===== src/rtl/can_btr_ctrl.sv =====
// CAN FD bit-timing shadow/active registers with host write validation and nominal/data phase FSM.
// Optional: define CAN_BTR_CFG_LOCK_EN to reject writes made outside reset_mode.
module can_btr_ctrl #(
    parameter logic [6:0] RST_BRP  = 7'd0,
    parameter logic [6:0] RST_PROP = 7'd1,
    parameter logic [5:0] RST_PS1  = 6'd3,
    parameter logic [5:0] RST_PS2  = 6'd2,
    parameter logic [4:0] RST_SJW  = 5'd1
) (
    input  logic        clk,
    input  logic        rst,
    input  logic        reset_mode,
    input  logic        cfg_wr,
    input  logic        cfg_fd,
    input  logic [31:0] cfg_wdata,
    output logic        cfg_busy,
    output logic        cfg_ack,
    output logic        cfg_err,
    input  logic        en_fd_cfg,
    input  logic        sample_point,
    input  logic        sampled_bit,
    input  logic        rx_idle,
    input  logic        fdf_detected,
    input  logic        brs_field,
    input  logic        crc_delim_field,
    input  logic        go_error_frame,
    output logic [6:0]  prop_seg,
    output logic [5:0]  phase_seg_1,
    output logic [5:0]  phase_seg_2,
    output logic [6:0]  baud_r_presc,
    output logic [4:0]  sjw,
    output logic        triple_sampling,
    output logic [5:0]  prop_seg_fd,
    output logic [4:0]  phase_seg_1_fd,
    output logic [4:0]  phase_seg_2_fd,
    output logic [6:0]  baud_r_presc_fd,
    output logic [4:0]  sjw_fd,
    output logic        triple_sampling_fd,
    output logic        en_FD_rx,
    output logic        go_rx_brs_on,
    output logic        fdf_brs_r_on
);

    typedef enum logic {NOM, DATA} phase_e;

    localparam logic [31:0] RST_NOM_W = {1'b0, RST_SJW, RST_PS2, RST_PS1, RST_PROP, RST_BRP};
    localparam logic [28:0] RST_FD_W  = {1'b0, RST_SJW, RST_PS2[4:0], RST_PS1[4:0],
                                         RST_PROP[5:0], RST_BRP};

    phase_e      state_q, state_d;
    logic [31:0] act_nom_q, act_nom_d, shd_nom_q, shd_nom_d;
    logic [28:0] act_fd_q, act_fd_d, shd_fd_q, shd_fd_d;
    logic        pend_nom_q, pend_nom_d, pend_fd_q, pend_fd_d;
    logic        ack_q, ack_d, err_q, err_d;
    logic        en_fd_q, en_fd_d, brs_on_q, brs_on_d;

    logic        w_tsmp;
    logic [4:0]  w_sjw;
    logic [5:0]  w_ps2, w_ps1;
    logic [6:0]  w_prop, w_brp;
    logic [7:0]  seg_sum;
    logic        wr_bad, wr_ok, commit, busy;

    assign {w_tsmp, w_sjw, w_ps2, w_ps1, w_prop, w_brp} = cfg_wdata;
    assign seg_sum = {1'b0, w_prop} + {2'b00, w_ps1};
    assign busy    = pend_nom_q | pend_fd_q;

    always_comb begin
        wr_bad = (w_ps2 == 6'd0) || (seg_sum == 8'd0) || ({1'b0, w_sjw} > w_ps2)
              || (cfg_fd && (w_prop[6] || w_ps1[5] || w_ps2[5]));
`ifdef CAN_BTR_CFG_LOCK_EN
        wr_bad = wr_bad || !reset_mode;
`endif
        wr_ok = cfg_wr && !wr_bad;
    end

    // Commits are held off in DATA so the bit timing never switches mid-frame.
`ifdef CAN_BTR_CFG_LOCK_EN
    assign commit = (state_q == NOM) && reset_mode;
`else
    assign commit = (state_q == NOM) && (reset_mode || (rx_idle && sample_point));
`endif

    always_comb begin
        act_nom_d  = act_nom_q;
        act_fd_d   = act_fd_q;
        shd_nom_d  = shd_nom_q;
        shd_fd_d   = shd_fd_q;
        pend_nom_d = pend_nom_q;
        pend_fd_d  = pend_fd_q;
        en_fd_d    = en_fd_q;
        ack_d      = 1'b0;
        err_d      = cfg_wr && wr_bad;

        if (commit) begin
            en_fd_d = en_fd_cfg;
            ack_d   = busy;
            if (pend_nom_q) act_nom_d = shd_nom_q;
            if (pend_fd_q)  act_fd_d  = shd_fd_q;
            pend_nom_d = 1'b0;
            pend_fd_d  = 1'b0;
        end

        // A write in a commit cycle lands in the shadow and waits for the next commit.
        if (wr_ok) begin
            if (cfg_fd) begin
                shd_fd_d  = {w_tsmp, w_sjw, w_ps2[4:0], w_ps1[4:0], w_prop[5:0], w_brp};
                pend_fd_d = 1'b1;
            end else begin
                shd_nom_d  = cfg_wdata;
                pend_nom_d = 1'b1;
            end
        end
    end

    always_comb begin
        state_d  = state_q;
        brs_on_d = 1'b0;
        unique case (state_q)
            NOM: begin
                if (!reset_mode && !go_error_frame && en_fd_q && fdf_detected
                    && brs_field && sample_point && sampled_bit) begin
                    state_d  = DATA;
                    brs_on_d = 1'b1;
                end
            end
            DATA: begin
                if (reset_mode || go_error_frame || rx_idle || !en_fd_q
                    || (crc_delim_field && sample_point))
                    state_d = NOM;
            end
            default: state_d = NOM;
        endcase
    end

    always_ff @(posedge clk) begin
        if (rst) begin
            state_q    <= NOM;
            act_nom_q  <= RST_NOM_W;
            act_fd_q   <= RST_FD_W;
            shd_nom_q  <= RST_NOM_W;
            shd_fd_q   <= RST_FD_W;
            pend_nom_q <= 1'b0;
            pend_fd_q  <= 1'b0;
            ack_q      <= 1'b0;
            err_q      <= 1'b0;
            en_fd_q    <= 1'b0;
            brs_on_q   <= 1'b0;
        end else begin
            state_q    <= state_d;
            act_nom_q  <= act_nom_d;
            act_fd_q   <= act_fd_d;
            shd_nom_q  <= shd_nom_d;
            shd_fd_q   <= shd_fd_d;
            pend_nom_q <= pend_nom_d;
            pend_fd_q  <= pend_fd_d;
            ack_q      <= ack_d;
            err_q      <= err_d;
            en_fd_q    <= en_fd_d;
            brs_on_q   <= brs_on_d;
        end
    end

    assign cfg_busy     = busy;
    assign cfg_ack      = ack_q;
    assign cfg_err      = err_q;
    assign en_FD_rx     = en_fd_q;
    assign go_rx_brs_on = brs_on_q;
    assign fdf_brs_r_on = (state_q == DATA);

    assign {triple_sampling, sjw, phase_seg_2, phase_seg_1, prop_seg, baud_r_presc} = act_nom_q;
    assign {triple_sampling_fd, sjw_fd, phase_seg_2_fd, phase_seg_1_fd,
            prop_seg_fd, baud_r_presc_fd} = act_fd_q;

endmodule


===== config.mk =====
export PLATFORM = sky130hd
export DESIGN_NAME = can_btr_ctrl
export DESIGN_NICKNAME = d
export VERILOG_FILES = /design/src/rtl/can_btr_ctrl.sv
export SDC_FILE = /design/constraint.sdc
export NUM_CORES = 1
export LEC_CHECK = 0
export ABC_AREA = 1
export CORE_UTILIZATION = 33
export DETAILED_ROUTE_END_ITERATION = 12
export GPL_ROUTABILITY_DRIVEN = 0
export PLACE_DENSITY = 0.61
export SETUP_SLACK_MARGIN = 0.3
export SYNTH_ARGS = -nofsm -noshare
export SYNTH_HDL_FRONTEND = slang
export SYNTH_SLANG_ARGS = --single-unit
export TNS_END_PERCENT = 30

===== constraint.sdc =====
create_clock -name clk -period 4.2 [get_ports clk]
set_input_delay 0.84 -clock clk [delete_from_list [all_inputs] [get_ports clk]]
set_output_delay 0.84 -clock clk [all_outputs]
set_load 0.02 [all_outputs]

==> results.rst, run 1 <==
.. list-table::
   :header-rows: 1

   * - Metric
     - Value
   * - Run status
     - finished clean
   * - Worst max-slew margin expressed relative to the limit
     - 48.1%
   * - Final worst path period share
     - 67.6%
   * - Cts repair resizes
     - 0
   * - Most frequently used cell type in the post-synthesis netlist
     - nand2_1
   * - Cell Chain, Critical Path
     - clkdlybuf4s50_1, ha_1, fa_1, nor2_1, nand2_1, nor2_1, nand3_1, nand2_2, inv_2, nand4_4, nand2_1, inv_1, nor2_1
   * - Beginning of the worst register-to-register path
     - fdf_brs_r_on
   * - Clk Latency, worst-skew pair
     - 0.41 ns
   * - Count of final max-slew check failures
     - 0
   * - FF-to-FF path depth
     - 7
   * - Synthesized instance count
     - roughly 780
   * - Horiz. Die Dim
     - 132 um
   * - DPL Wire Length
     - 9360 um
   * - Number of synthesized register bits
     - 129
   * - WL per Instance
     - 12.5 um
   * - Vias per cell
     - 4.42
   * - DRC
     - 0
   * - Maximum fanout encountered on the critical timing path
     - 33
   * - Transition time at the pin with the least slew margin
     - 0.778 ns
   * - GRT Util Overall
     - approximately 17%
   * - Core utilization of the finished layout
     - 44.4%
   * - Crit end category
     - register
   * - Number of enable-type register cells in the synthesized netlist
     - 0
   * - Number of endpoints failing setup at the final stage
     - 0
   * - Starting density of the core
     - ~34%
   * - Fraction of post-synthesis cell area in the top cell type by area
     - between 40% and 50%
   * - Via count of the first global-routing pass
     - 4563
   * - Library cell with the largest summed area after synthesis
     - dfxtp_1
   * - LEAKAGE
     - 3.41 nW
   * - Peak ir drop on the vdd network
     - 0.296 mV
   * - Worst endpoint required time
     - between 4 and 5 ns
   * - Number of endpoints with negative hold slack in the final report
     - 0
   * - Full die area
     - 0.0175 mm2
   * - Kind of cell adding the most delay to the critical path
     - simple AND/OR/NAND/NOR gates
   * - Reg2Reg Setup Slack
     - 2.47 ns
   * - Tightest Hold Check Type
     - reg2reg
   * - Number of port buffers
     - 111
   * - Detailed Route WL
     - 13700 um
   * - Top FF cell, synth
     - dfxtp_1
   * - Clock-pin slew on the worst setup and hold paths
     - 0.05 ns
   * - Inst Count DP
     - 1067
   * - Critical path's slowest cell
     - clkdlybuf4s50_1
   * - Core Area
     - 0.0166 mm2
   * - Post-CTS Hold Fix Bufs
     - 0
   * - Fraction of registers with async set/reset
     - 0%
   * - Crit path DAT
     - around 3.2 ns
   * - Slowest stage delay, CP
     - about 0.50 ns
   * - Overflow left after global routing
     - 0
   * - Maximum clock insertion buffer count
     - 2
   * - Detailed Routing Iterations Pass 1
     - 6
   * - Synthesized area
     - 0.00560 mm2
   * - Total Neg Setup Slack
     - 0 ns
   * - Number of vias in the routed layout
     - 4839
   * - Cell with the most instances on the worst path
     - nor2_1
   * - Warning count from the yosys run
     - 0
   * - Ranking of synthesized cells by instance count
     - 159 x nand2_1, 145 x inv_1, 129 x dfxtp_1
   * - Initial antenna violation count
     - 0
   * - Post-Synthesis Mean Instance Area
     - just over 7 um2
   * - Worst setup startpoint
     - cfg_wdata[7]
   * - Peak Freq
     - roughly 350 MHz
   * - Worst min-delay path endpoint
     - act_fd_q[13]
   * - Number of antenna repair diodes
     - 0
   * - Minimum clock period
     - 2.84 ns
   * - Sinks on the clock net
     - 129
   * - Max Clock Skew
     - 0.0102 ns
   * - Initial drt markers
     - 354
   * - Wire length of the first global-routing pass
     - 23200 um
   * - Maximum number of pins on one net before global-route repair
     - 65
   * - Startpoint-to-endpoint class of the critical path
     - in2reg
   * - Proportion of synthesized chip area in sequential cells
     - 46.1%
   * - Count of distinct cell types in the synthesized netlist
     - 25
   * - Count of cells along the worst hold path
     - 2
   * - CTS tree
     - built
   * - Power per Cell Area
     - 427 mW/mm2
   * - Number of CTS-inserted buffers
     - 17
   * - Unrepaired setup endpoints after global routing
     - false
   * - Post-layout power
     - between 0.003 and 0.004 W
   * - Max H-tree Level
     - 4
   * - Top-level I/O count
     - 112
   * - Cell chosen for the clock root
     - clkbuf_16
   * - Number of antenna-violating nets in the routed design
     - 0
   * - Area delta synth->final
     - 31.5%
   * - Fraction of layout instances using a drive strength above 1
     - between 5 and 6%
   * - Y dimension of the die
     - roughly 130 um
   * - Total number of placement rows
     - 47
   * - Worst min-delay path startpoint
     - shd_fd_q[13]
   * - Bufs and invs on worst path
     - 3
   * - Crit Reg-Reg Endpoint
     - act_fd_q[17]
   * - Synthesized netlist net count
     - around 830
   * - Layout Nets
     - 923
   * - Cells taking the most area after synthesis
     - dfxtp_1 46%, nand2_1 11%, inv_1 9.7%, nand4_1 7.0%, a21oi_1 4.8%
   * - Number of maximum-capacitance constraint violations
     - 0
   * - Non-filler instance count after layout
     - 1096
   * - Startpoint types
     - input pin
   * - Number of post-CTS setup repair buffers
     - 0
==> state kept, by name, indices dropped and copies added (netlist names) <==
name and cells:
act_nom_q 32, cfg_ack 1, act_fd_q 29, fdf_brs_r_on 1, go_rx_brs_on 1, pend_fd_q 1
shd_fd_q 29, pend_nom_q 1, cfg_err 1, en_FD_rx 1, shd_nom_q 32
==> kinds of logic (layout without fill, tap and decap cells) <==
logic type / count (synthesis) / after routing / synth area share [%]
flops: 129 / 129 / 46.1
fa+ha+maj: 12 / 12 / 2.82
buf+inv: 199 / 299 / 15.2
compound gates: 107 / 107 / 9.56
simple gates: 329 / 329 / 26.3
==> report_power, final <==
group | internal [W] | switching, W | leakage [nW] | total (W)
Clock | 0.000949 | 0.000498 | 0.285 | 0.00145
Combinational | 0.000159 | 0.000232 | 2.07 | 0.000391
Sequential | 0.00128 | 0.0000210 | 1.05 | 0.00130
Total | 0.00239 | 0.000751 | 3.41 | 0.00314
==> cells in the final DEF, fill, tap and decap left out <==
cell type,synthesis,routed
nand3b_1,2,2
ha_1,11,11
nand2_1,159,159
nor2_2,2,2
buf_2,24,1
o21ai_1,13,13
nand4_1,63,63
clkbuf_16,0,17
nor2_1,69,69
clkinv_2,0,5
fa_1,1,1
bufinv_16,0,3
clkbuf_8,0,2
nor2_4,1,1
inv_1,145,145
buf_4,1,7
clkbuf_1,11,3
inv_2,4,4
dfxtp_1,129,129
and2_0,1,1
nor3_1,1,1
nand4_4,1,1
clkdlybuf4s50_1,0,110
a21oi_1,54,54
buf_12,0,2
nand3_1,27,27
o21ai_0,40,40
nand2_2,3,3
==> per-stage QoR <==
step,hold slack [ns],setup WS (ns),cell area [um2]
floorplan,0.429,1.77,5600
global placement,0.443,0.968,6790
detailed placement,0.446,0.945,6790
CTS,0.456,1.38,7360
global route,0.477,1.17,7360
finish,0.454,1.36,7360
==> worst max path at each step <==
stage | end | slack [ns] | cells past startpoint
global placement | shd_nom_q[5] | 0.97 | 13
CTS | shd_nom_q[10] | 1.38 | 13
global route | shd_nom_q[10] | 1.17 | 13
floorplan | shd_fd_q[22] | 1.77 | 12
finish | shd_nom_q[10] | 1.36 | 13
detailed placement | shd_nom_q[10] | 0.95 | 13
==> cell type report <==
type | count | area, um2
flip-flops and latches | 129 | 2580
inverters | 150 | 564
clock inverters | 7 | 110
repair buffers | 120 | 1200
multi-input cells | 448 | 2170
fillers | 1714 | 9220
clock buffers | 22 | 464
well taps | 220 | 275
==> worst min-delay path: stages, from the launching register on <==
cell	delay [ns]
dfxtp_1	0.32
nand2_1	0.05
nand3_1	0.05
==> per-layer routing <==
metal	part of all wire, %	track usage, %	wire length [um]
met3	3.9	3.73	535
met1	51	22.6	6950
met2	43	24.8	5820
met5	0	0	0
met4	2.6	8.30	349
Power figures use the tool's default switching activity.
==> run 2, diff against run 1 <==
--- a/config.mk
+++ b/config.mk
@@ -9,7 +9,7 @@
 export CORE_UTILIZATION = 33
 export DETAILED_ROUTE_END_ITERATION = 12
 export GPL_ROUTABILITY_DRIVEN = 0
-export PLACE_DENSITY = 0.61
+export PLACE_DENSITY = 0.63
 export SETUP_SLACK_MARGIN = 0.3
 export SYNTH_ARGS = -nofsm -noshare
 export SYNTH_HDL_FRONTEND = slang
==> constraint.sdc (replaced) <==
create_clock -name clk -period 2.3 [get_ports clk]
set_input_delay 0.46 -clock clk [delete_from_list [all_inputs] [get_ports clk]]
set_output_delay 0.46 -clock clk [all_outputs]
set_load 0.02 [all_outputs]
==> run 2 against run 1 <==
  * Sequential cell count unchanged
  * Sequential power up 83%
  * Critical path type unchanged
  * Design area up 6.6%
  * Core utilization up 2.9 points
  * Global-route usage up 0.11 points
  * Cell count up 3.1%
  * Die area unchanged
  * Sequential share of layout area down 2.2 points
  * Register-to-register slack worse by 1.6 ns
  * Via count up 2.2%
  * Worst setup slack worse by 0.99 ns
  * Routed wire length up 4.6%
==> results.rst, run 2 (synthesized netlist as in run 1, its figures left out) <==
.. list-table::
   :header-rows: 1

   * - Metric
     - Value
   * - Footprint of the multi-input gates
     - between 0.002 and 0.0025 mm2
   * - Beginning of the worst register-to-register path
     - fdf_brs_r_on
   * - Cell internal pwr
     - 0.00414 W
   * - Bufs and invs on worst path
     - 5
   * - Met1 wire length
     - between 6000 and 7000 um
   * - Post-Place Worst Slack
     - -0.363 ns
   * - Total number of placement rows
     - 47
   * - Filler Cell Count
     - 1664
   * - Highest layer used for signal routing
     - met4
   * - Power per Cell Area
     - 712 mW/mm2
   * - Cell Chain, Critical Path
     - buf_6, ha_4, fa_2, nor2_1, nand2_1, nor2_1, nand3_1, nand2_2, inv_2, nand4_1, buf_6, clkbuf_16, nand2_1, inv_1, nor2_1
   * - Max Clock Skew
     - 0.0168 ns
   * - Placed Area
     - 0.00699 mm2
   * - Via count of the first global-routing pass
     - approximately 4.6k
   * - Peak ir drop on the vdd network
     - 0.512 mV
   * - Run status
     - finished clean
   * - Horiz. Die Dim
     - 132 um
   * - Clock group share of total power
     - 42.3%
   * - Maximum clock insertion buffer count
     - 2
   * - Cell with the most instances on the worst path
     - nor2_1
   * - Detailed Route WL
     - 14300 um
   * - Number of maximum-capacitance constraint violations
     - 0
   * - Y dimension of the die
     - 132 um
   * - Number of endpoints with negative hold slack in the final report
     - 0
   * - Sequential share of power
     - 42.7%
   * - WL per Instance
     - 12.6 um
   * - Overflow left after global routing
     - 0
   * - Full die area
     - 0.0175 mm2
   * - Unrepaired setup endpoints after global routing
     - true
   * - Worst min-delay path startpoint
     - cfg_wdata[7]
   * - Count of final max-slew check failures
     - 0
   * - DRC
     - 0
   * - Max H-tree Level
     - 4
   * - Fraction of layout instances using a drive strength above 1
     - 10.7%
   * - Vias per cell
     - 4.38
   * - Met2 WL
     - 6520 um
   * - DPL Wire Length
     - slightly below 10000 um
   * - Number of antenna-violating nets in the routed design
     - 0
   * - LEAKAGE
     - 3.76 nW
   * - Number of endpoints failing setup at the final stage
     - 0
   * - Sinks on the clock net
     - 129
   * - Crit path DAT
     - 2.28 ns
   * - Initial drt markers
     - around 260
   * - Layout Nets
     - 953
   * - Most frequent standard cell in the layout excluding fill and tap cells
     - nand2_1
   * - Critical path's slowest cell
     - fa_2
   * - Number of vias in the routed layout
     - 4946
   * - Net switching power
     - 0.00145 W
   * - CTS tree
     - built
   * - Maximum fanout encountered on the critical timing path
     - 7
   * - Worst max-slew margin expressed relative to the limit
     - around two thirds
   * - Commonest cells after routing, fill and taps aside
     - 156 x nand2_1, 144 x inv_1, 129 x dfxtp_1, 88 x clkdlybuf4s50_1, 67 x nor2_1
   * - Top-level I/O count
     - 112
   * - Top Registers
     - act_nom_q x32, shd_nom_q x32
   * - Startpoint-to-endpoint class of the critical path
     - in2reg
   * - Wire length of the first global-routing pass
     - about 23000 um
   * - Core Area
     - 0.0166 mm2
   * - Clock-pin slew on the worst setup and hold paths
     - 0.05 ns
   * - Slowest stage delay, CP
     - about 0.51 ns
   * - Peak Freq
     - 518 MHz
   * - Part of the total power dissipated in combinational logic
     - 15.0%
   * - Startpoint types
     - input pin
   * - Clk Latency, worst-skew pair
     - 0.42 ns
   * - Detailed Routing Iterations Pass 1
     - 5
   * - GRT Util Overall
     - approximately 17%
   * - Starting density of the core
     - 33.8%
   * - Transition time at the pin with the least slew margin
     - 0.481 ns
   * - Maximum number of pins on one net before global-route repair
     - 75
   * - Number of CTS-inserted buffers
     - 17
   * - Minimum clock period
     - 1.93 ns
   * - Worst endpoint required time
     - 2.65 ns
   * - Kind of cell adding the most delay to the critical path
     - adder cells
   * - Number of port buffers
     - ~110
   * - Proportion of total power due to net switching
     - roughly a quarter
   * - Stages on the worst setup path
     - 15
   * - Final worst path period share
     - 84.0%
   * - Cell chosen for the clock root
     - clkbuf_16
   * - Routed length on met3
     - 580 um
   * - Seq. cell area
     - 0.00258 mm2
   * - Area delta synth->final
     - 40.2%
   * - Area of all placed cells without fillers
     - 0.00785 mm2
   * - Crit end category
     - register
   * - Tightest Hold Check Type
     - in2reg
   * - Smallest setup slack after layout
     - ~0.37 ns
   * - FF-to-FF path depth
     - 8
   * - Count of cells along the worst hold path
     - 4
   * - Worst setup startpoint
     - cfg_wdata[7]
   * - Initial antenna violation count
     - 1
## run 2: cell count changes in the layout (fill, tap and decap cells not counted), sizes merged
cell / before / now
buf: 10 / 39
clkbuf: 22 / 26
bufinv: 3 / 0
clkinv: 5 / 8
clkdlybuf4s50: 110 / 88
dlygate4sd2: 0 / 2
clkinvlp: 0 / 4
dlymetal6s2s: 0 / 15
clkdlybuf4s15: 0 / 1
diode: 0 / 1
## run 2: power by group through the flow
| stage | Sequential, W | Clock [W] | Combinational [W] |
|---|---|---|---|
| finish | 0.00238 | 0.00237 | 0.000839 |
| global route | 0.00239 | 0.00254 | 0.000935 |
| CTS | 0.00238 | 0.00243 | 0.000807 |
| floorplan | 0.00247 | 0 | 0.000418 |
| detailed placement | 0.00243 | 0 | 0.000748 |
| global placement | 0.00243 | 0 | 0.000741 |
## run 2: what timing repair did
action | 4_1_cts | 5_1_grt
resized for setup | 20 | 36
endpoints found under the setup margin | 63 | 64
gates cloned | 3 | 3
hold buffers | 0 | 0
pin swaps | 7 | 20
setup buffers | 4 | 2
## run 2: worst paths after layout
check | end | slack (ns)
min | shd_nom_q[7] | 0.43
max | shd_fd_q[12] | 0.37
min reg2reg | act_nom_q[16] | 0.45
max reg2reg | act_nom_q[9] | 0.89
## run 2: through the flow
step                instances  hold WS [ns]  power, W  utilization, %  TNS, ns
floorplan                 776         0.429   0.00289               -        0
global placement         1085         0.440   0.00317            42.1   -18.05
detailed placement       1085         0.443   0.00318            42.1   -19.30
CTS                      1124         0.452   0.00562            46.2        0
global route             1130         0.429   0.00587            47.3        0
finish                   1130         0.431   0.00559            47.3        0
## run 2: area by class of cell
type | count | area share [%]
Clock buffer | 21 | 5.87
Timing Repair Buffer | 150 | 21.2
Inverter | 150 | 7.19
Clock inverter | 11 | 0.829
Antenna cell | 1 | 0.0319
Sequential cell | 129 | 32.9
Multi-Input combinational cell | 448 | 28.5
Tap cell | 220 | 3.51
## run 2: tightest hold or removal path: cells and delay by family
family	cells	cell delay, ns
buffers and inverters	2	0.18
and+or+nand+nor	2	0.16
## run 2: per-layer routing
layer / up-vias / global-route usage (%)
li1: 2674 / -
met2: 97 / 25.4
met4: 0 / 6.64
met3: 10 / 5.00
met5: - / 0
met1: 2165 / 22.3
